<file path="src/rtl/jedro_1_alu_core_pkg.sv">
// Shared widths, ALU opcode encoding ({instr[30], funct3}) and small helpers
// used by the jedro_1 execute-stage ALU.
package jedro_1_defines;

    localparam int DATA_WIDTH     = 32;
    localparam int REG_ADDR_WIDTH = 5;
    localparam int ALU_OP_WIDTH   = 4;
    localparam int SHAMT_WIDTH    = $clog2(DATA_WIDTH);

    typedef enum logic [ALU_OP_WIDTH-1:0] {
        ALU_ADD  = 4'b0000,
        ALU_SLL  = 4'b0001,
        ALU_SLT  = 4'b0010,
        ALU_SLTU = 4'b0011,
        ALU_XOR  = 4'b0100,
        ALU_SRL  = 4'b0101,
        ALU_OR   = 4'b0110,
        ALU_AND  = 4'b0111,
        ALU_SUB  = 4'b1000,
        ALU_SRA  = 4'b1101
    } alu_op_e;

    // Mirror a word so that a left shift can reuse the right-shift datapath.
    function automatic logic [DATA_WIDTH-1:0] bit_reverse(input logic [DATA_WIDTH-1:0] v);
        logic [DATA_WIDTH-1:0] r;
        for (int i = 0; i < DATA_WIDTH; i++) begin
            r[i] = v[DATA_WIDTH-1-i];
        end
        return r;
    endfunction

endpackage

</file>
<file path="src/rtl/jedro_1_alu_core_shifter.sv">
// Barrel shifter for SLL/SRL/SRA. One right-shift datapath; left shifts are
// done by mirroring the operand on the way in and the result on the way out.
module jedro_1_alu_shifter
    import jedro_1_defines::*;
(
    input  logic [DATA_WIDTH-1:0]  data_i,
    input  logic [SHAMT_WIDTH-1:0] shamt_i,
    input  logic                   left_i,
    input  logic                   arith_i,
    output logic [DATA_WIDTH-1:0]  res_o
);

    logic [DATA_WIDTH-1:0]   src_s;
    logic                    fill_s;
    logic [2*DATA_WIDTH-1:0] wide_s;
    logic [DATA_WIDTH-1:0]   mid_s;

    // Sign fill only applies to arithmetic right shifts.
    always_comb begin
        src_s  = left_i ? bit_reverse(data_i) : data_i;
        fill_s = arith_i & ~left_i & data_i[DATA_WIDTH-1];
        wide_s = {{DATA_WIDTH{fill_s}}, src_s} >> shamt_i;
        mid_s  = wide_s[DATA_WIDTH-1:0];
        res_o  = left_i ? bit_reverse(mid_s) : mid_s;
    end

endmodule

</file>
<file path="src/rtl/jedro_1_alu_core.sv">
// jedro_1 execute-stage integer ALU: one registered stage holding the result,
// operand-equality flag, signed-overflow flag and the writeback tag.
module jedro_1_alu_core
    import jedro_1_defines::*;
(
    input  logic                      clk_i,
    input  logic                      rstn_i,
    input  logic [ALU_OP_WIDTH-1:0]   sel_i,
    input  logic [DATA_WIDTH-1:0]     op_a_i,
    input  logic [DATA_WIDTH-1:0]     op_b_i,
    input  logic [REG_ADDR_WIDTH-1:0] dest_addr_i,
    input  logic                      wb_i,
    output logic [DATA_WIDTH-1:0]     res_ro,
    output logic                      ops_eq_ro,
    output logic                      overflow_ro,
    output logic [REG_ADDR_WIDTH-1:0] dest_addr_ro,
    output logic                      wb_ro
);

    localparam int MSB = DATA_WIDTH - 1;

    logic [DATA_WIDTH-1:0]     res_d, res_q;
    logic                      ops_eq_d, ops_eq_q;
    logic                      overflow_d, overflow_q;
    logic [REG_ADDR_WIDTH-1:0] dest_addr_d, dest_addr_q;
    logic                      wb_d, wb_q;

    logic [DATA_WIDTH-1:0]     sum_s;
    logic [DATA_WIDTH-1:0]     diff_s;
    logic [DATA_WIDTH-1:0]     shift_res_s;
    logic                      shift_left_s;
    logic                      shift_arith_s;

    assign shift_left_s  = (sel_i == ALU_SLL);
    assign shift_arith_s = (sel_i == ALU_SRA);

    jedro_1_alu_shifter u_shifter (
        .data_i  (op_a_i),
        .shamt_i (op_b_i[SHAMT_WIDTH-1:0]),
        .left_i  (shift_left_s),
        .arith_i (shift_arith_s),
        .res_o   (shift_res_s)
    );

    // Next-value mux; unlisted opcodes yield zero result and no overflow.
    always_comb begin
        res_d       = '0;
        overflow_d  = 1'b0;
        sum_s       = op_a_i + op_b_i;
        diff_s      = op_a_i - op_b_i;
        ops_eq_d    = (op_a_i == op_b_i);
        dest_addr_d = dest_addr_i;
        wb_d        = wb_i;
        case (sel_i)
            ALU_ADD: begin
                res_d      = sum_s;
                overflow_d = (op_a_i[MSB] == op_b_i[MSB]) && (sum_s[MSB] != op_a_i[MSB]);
            end
            ALU_SUB: begin
                res_d      = diff_s;
                overflow_d = (op_a_i[MSB] != op_b_i[MSB]) && (diff_s[MSB] != op_a_i[MSB]);
            end
            ALU_SLL, ALU_SRL, ALU_SRA: begin
                res_d = shift_res_s;
            end
            ALU_SLT: begin
                res_d = {{(DATA_WIDTH-1){1'b0}}, ($signed(op_a_i) < $signed(op_b_i))};
            end
            ALU_SLTU: begin
                res_d = {{(DATA_WIDTH-1){1'b0}}, (op_a_i < op_b_i)};
            end
            ALU_XOR: begin
                res_d = op_a_i ^ op_b_i;
            end
            ALU_OR: begin
                res_d = op_a_i | op_b_i;
            end
            ALU_AND: begin
                res_d = op_a_i & op_b_i;
            end
            default: begin
                res_d      = '0;
                overflow_d = 1'b0;
            end
        endcase
    end

    // Single output register stage, cleared asynchronously.
    always_ff @(posedge clk_i or negedge rstn_i) begin
        if (!rstn_i) begin
            res_q       <= '0;
            ops_eq_q    <= 1'b0;
            overflow_q  <= 1'b0;
            dest_addr_q <= '0;
            wb_q        <= 1'b0;
        end else begin
            res_q       <= res_d;
            ops_eq_q    <= ops_eq_d;
            overflow_q  <= overflow_d;
            dest_addr_q <= dest_addr_d;
            wb_q        <= wb_d;
        end
    end

    assign res_ro       = res_q;
    assign ops_eq_ro    = ops_eq_q;
    assign overflow_ro  = overflow_q;
    assign dest_addr_ro = dest_addr_q;
    assign wb_ro        = wb_q;

endmodule

</file>
<file path="config.mk">
export PLATFORM = sky130hd
export DESIGN_NAME = jedro_1_alu_core
export DESIGN_NICKNAME = d
export VERILOG_FILES = /design/src/rtl/jedro_1_alu_core_pkg.sv /design/src/rtl/jedro_1_alu_core_shifter.sv /design/src/rtl/jedro_1_alu_core.sv
export SDC_FILE = /design/constraint.sdc
export NUM_CORES = 1
export LEC_CHECK = 0
export BUFFER_PORTS_ARGS = -buffer_cell sky130_fd_sc_hd__buf_2
export CELL_PAD_IN_SITES_DETAIL_PLACEMENT = 0
export CELL_PAD_IN_SITES_GLOBAL_PLACEMENT = 1
export CORE_MARGIN = 3
export CORE_UTILIZATION = 48
export DETAILED_ROUTE_END_ITERATION = 8
export GPL_TIMING_DRIVEN = 0
export PLACE_DENSITY_LB_ADDON = 0.1
export SYNTH_ARGS = -nofsm -noshare
export SYNTH_HDL_FRONTEND = slang
export SYNTH_SLANG_ARGS = --single-unit
</file>
<file path="constraint.sdc">
create_clock -name clk_i -period 0.8 [get_ports clk_i]
set_input_delay 0 -clock clk_i [delete_from_list [all_inputs] [get_ports clk_i]]
set_output_delay 0 -clock clk_i [all_outputs]
set_load 0.05 [all_outputs]
</file>
### Word level (Yosys, flattened, before mapping)

Index checks and enable logic that the tools add are counted.

| storage, ports and cells | value |
|---|---|
| latch bits | 0 |
| input bits | 76 |
| ROM bits | 0 |
| memories kept | 0 |
| memory bits (writable) | 0 |
| register bits after elaboration | 40 |
| output and inout port bits | 40 |

| cells by class | value |
|---|---|
| add/subtract/negate cells | 2 |
| magnitude comparators | 2 |
| bitwise logic cells | 6 |
| divide/modulo/power cells | 0 |
| multipliers | 0 |
| equality and inequality tests | 14 |
| reduce and logical (&&, ||, !) cells | 4 |
| muxes and demuxes | 4 |
| shifts and indexed selects | 1 |

Operator list:

| kind | number |
|---|---|
| $pmux 32 s8 | 1 |
| $lt 32x32->1 | 2 |
| $mux 32 | 2 |
| $shr 64x5->32 | 1 |
| $add 32x32->32 | 1 |
| $and 32x32->32 | 1 |
| $eq 32x32->1 | 1 |
| $or 32x32->32 | 1 |
| $sub 32x32->32 | 1 |
| $xor 32x32->32 | 1 |
| $eq 4x3->1 const B | 4 |
| $eq 4x2->1 const B | 2 |
| $eq 4x4->1 const B | 2 |
| $eq 4x1->1 const B | 1 |
| $logic_not 4->1 | 1 |
| $ne 1x1->1 | 3 |
| $reduce_or 3->1 | 1 |
| $and 1x1->1 | 2 |
| $logic_and 1x1->1 | 2 |
| $pmux 1 s2 | 1 |
| $eq 1x1->1 | 1 |
| $not 1->1 | 1 |

### Logic depth before layout (Yosys ltp)

| logic depth | value |
|---|---|
| depth after elaboration | 7 |
| mapped depth | 14 |
| gate-level depth less buffers | 12 |

### Hierarchy

A second synthesis with hierarchy kept.

| unflattened totals | value |
|---|---|
| cell total of the unflattened synthesis | 1,292 |
| area total of the unflattened synthesis | 9,811.9 um2 |

By module, submodules not included:

| module | area an instance (um2) | seq. area each (um2) | cells an instance | times used |
|---|---|---|---|---|
| jedro_1_alu_core | 6,217.2 | 1,001.0 | 831 | 1 |
| jedro_1_alu_shifter | 3,594.7 | 0.0 | 461 | 1 |

### Worst setup path after synthesis

Ideal clock, no wire load.

| timing | value |
|---|---|
| path kind | input -> register |
| start point | input op_b_i[2] |
| end point | register res_q[31], in the netlist res_ro[31] |
| stages on the path | 14 |
| path slack | -2.860 ns |
| data arrival time | 3.534 ns |
| required time | 0.674 ns |
| cells stage by stage | inv_1 -> buf_1 -> buf_1 -> ha_1 -> buf_2 -> o211ai_1 -> o21ai_0 -> o221ai_1 -> o31ai_1 -> a41oi_1 -> o21ai_0 -> o311ai_0 -> or3b_1 -> a221o_1 |

| between the ends | value |
|---|---|
| longest elaborated chain between the ends | 3 |

RTL lines:

| item | line | source |
|---|---|---|
| start, declared | jedro_1_alu_core.sv:10 | `input logic [DATA_WIDTH-1:0] op_b_i,` |
| parallel branches: the longest is 2 deep, another holds $sub 32x32->32 | -- |  |
| $pmux 32 s8 * | jedro_1_alu_core.sv:54 | `case (sel_i)` |
| named net res_d[31] | jedro_1_alu_core.sv:22 | `logic [DATA_WIDTH-1:0] res_d, res_q;` |
| end signal, assigned | jedro_1_alu_core.sv:97 | `res_q <= res_d;` |
| end, declared | jedro_1_alu_core.sv:22 |  |

Mark *: on every way through the listed nets, which the timed path passes.

### Final worst setup path

| timing | value |
|---|---|
| start point | input op_b_i[1] |
| end point | register res_q[31], in the netlist res_ro[31] |

The elaborated chain is that of the path after synthesis.

==> results.cfg <==
[synth]
synth_edf_count = 0
synth-seq-cells = 40
synth_area_leader_cell = ha_1
ys.warnings.count = 0
synthTopCellsByArea = ha_1, dfrtp_1, mux4_2, mux2i_1, a21oi_1
synth_top_area_share_pct = 14.4
netlist_area_sq_um = 8670
syn_area_per_cell_sq_um = 7.59
synth_cell_types = 76
syn_inst = 1142
ys_seq_area_share_pct = 11.5
synth_ff_type = dfrtp_1
syn_nets = 1320
async_flop_share_pct = 100

[clock_tree]
clk_pin_slew_ps = 90
ctsLongestPathBuffers = 2
root_buffer = clkbuf_16
clock-sinks = 40
htreeDepth = 2
numCtsBuffers = 5
cts_tree = built
holdBufCountCts = 6

[run]
maxCapViolCount = 0

[power]
ir_drop_mv = 1.23
cellLeakagePower_nw = 5.41
powerDensity_nw_per_um2 = 1190

[global_routing]
grt_max_degree = 41
grt_pass1_wl_um = 63800
antenna_found_initial = 0
grt_pass1_vias = 10500
grt-ovfl-total = 0
grt_usage_pct = 42.2

[sta]
hold_viol = 40
fin_crit_ps = 2780
fmax_ghz = 0.360
max-slew-margin-rel_pct = 30.8
setup_tns_ps = -61220
holdWs_ps = -158
slew_violations = 0
rsz0062_at_grt = true
fin_ws_ps = -1980
worst_pin_slew_ps = 1040
period_share_pct = 347
setup_viol = 74

[placed_design]
dp_cells = 1480
gp_congestion = 1.10
portBuffers = 113
hpwl_um = 32700
dp_slack_ps = -2840

[floorplan]
io_pins = 116
num_rows = 48
die_x_um = 140
die_area_sq_um = 19700
core_area_sq_um = 17500
start_util_pct = 49.6
die_h_um = 140

[detailed_routing]
dr.pass1.iters = 5
wirelength_um = 43800
vias = 11100
vias_per_cell = 7.10
drc_errors = 0
wl_per_cell_um = 27.9
ant_nets = 0
drt_iter0_drc = 1426

[finish]
area_delta_synth_final_pct = 45.3
drive_gt1_share_pct = 37.7
most-common-layout-cells = nor2_1, nand2_1, inv_1
finalNetCount = 1520
final_common_cell = nor2_1
final_cells = 1569
fin_util_pct = 72.1

[hold_path]
hold_path.class = in -> async

[status]
status = finished, violations left
violations = negative hold slack, negative setup slack

[setup_path]
cp_data_required_time_ps = 980
worstSetupStartpointType = primary input
critPathMaxStageDelay_ps = 380
crit_type = in -> reg
cp_max_fo = 4
path_cells = buf_12, clkbuf_16, inv_8, buf_12, buf_12, ha_4, a211oi_4, o21ai_2, o221ai_2, o31ai_4, a41oi_4, o21ai_4, o311ai_4, or3b_1, a221o_1
crit_path_top_delay_cell = or3b_1
end_kind = register
cp_common_cell = buf_12
crit_arrival_ps = 2960
## critical path, delay by kind of cell
kind / cells / cell delay, ps
buffers and inverters: 5 / 470
and+or+nand+nor: 1 / 380
AOI/OAI and AO/OA: 8 / 1870
adders and majority gates: 1 / 230
## metal layers
metal / GRT usage, % / routed length, um
met1: 54.2 / 15700
met5: 0 / 0
met3: 12.5 / 6150
met4: 26.9 / 3890
met2: 61.8 / 18100
## report_power, final
group	internal [mW]	switching, mW
Combinational	3.99	5.98
Clock	1.49	1.15
Sequential	2.25	0.109
## through the flow
stage,power (mW),cell area (sq um)
global placement,9.47,9850
floorplan,7.26,9000
finish,15.0,12600
CTS,13.8,11900
global route,15.4,12600
detailed placement,9.49,9850
## area by class of cell
class | count | area [sq um]
Antenna cell | 1 | 2.50
Buffer | 68 | 598
Clock buffer | 5 | 125
Clock inverter | 3 | 46.3
Fill cell | 1377 | 4880
Inverter | 99 | 430
Multi-Input combinational cell | 918 | 8340
Sequential cell | 40 | 1000
Tap cell | 225 | 282
Timing Repair Buffer | 210 | 1780
## state kept, by name, indices dropped and copies added, names as in the netlist
register and flops:
res_ro 32, wb_ro 1, ops_eq_ro 1, dest_addr_ro 5, overflow_ro 1
## worst paths after layout
| check | startpoint | to | slack (ps) | depth (start not counted) |
|---|---|---|---|---|
| worst max-delay path | op_b_i[1] | res_ro[31] | -1980 | 15 |
| min in group clk_i | sel_i[2] | res_ro[22] | 90 | 3 |
| worst min-delay path | rstn_i | res_ro[7] | -160 | 1 |
| max in group asynchronous | rstn_i | res_ro[16] | 290 | 1 |
## kinds of logic after synthesis
| group | share of synthesized area [%] |
|---|---|
| flops | 11.5 |
| simple gates | 15.3 |
| buf+inv | 8.56 |
| mux | 15.7 |
| fa+ha+maj | 14.9 |
| xor+xnor | 2.22 |
| compound gates | 31.8 |
## synth_stat cells (20+ instances only)
cell type,number
a21oi_1,91
clkbuf_1,63
nand2_1,90
xnor2_1,21
ha_1,100
nor3_1,24
a221oi_1,20
o21ai_0,78
nand3_1,26
dfrtp_1,40
nor2_1,97
o211ai_1,22
inv_1,97
mux2i_1,54
mux4_2,29
## what timing repair did
action	in CTS	in global routing
resized for setup	323	150
buffers inserted	70	25
pin swaps	80	78
endpoints found under the setup margin	74	74
hold endpoints to repair	46	40
Power figures use the tool's default switching activity.
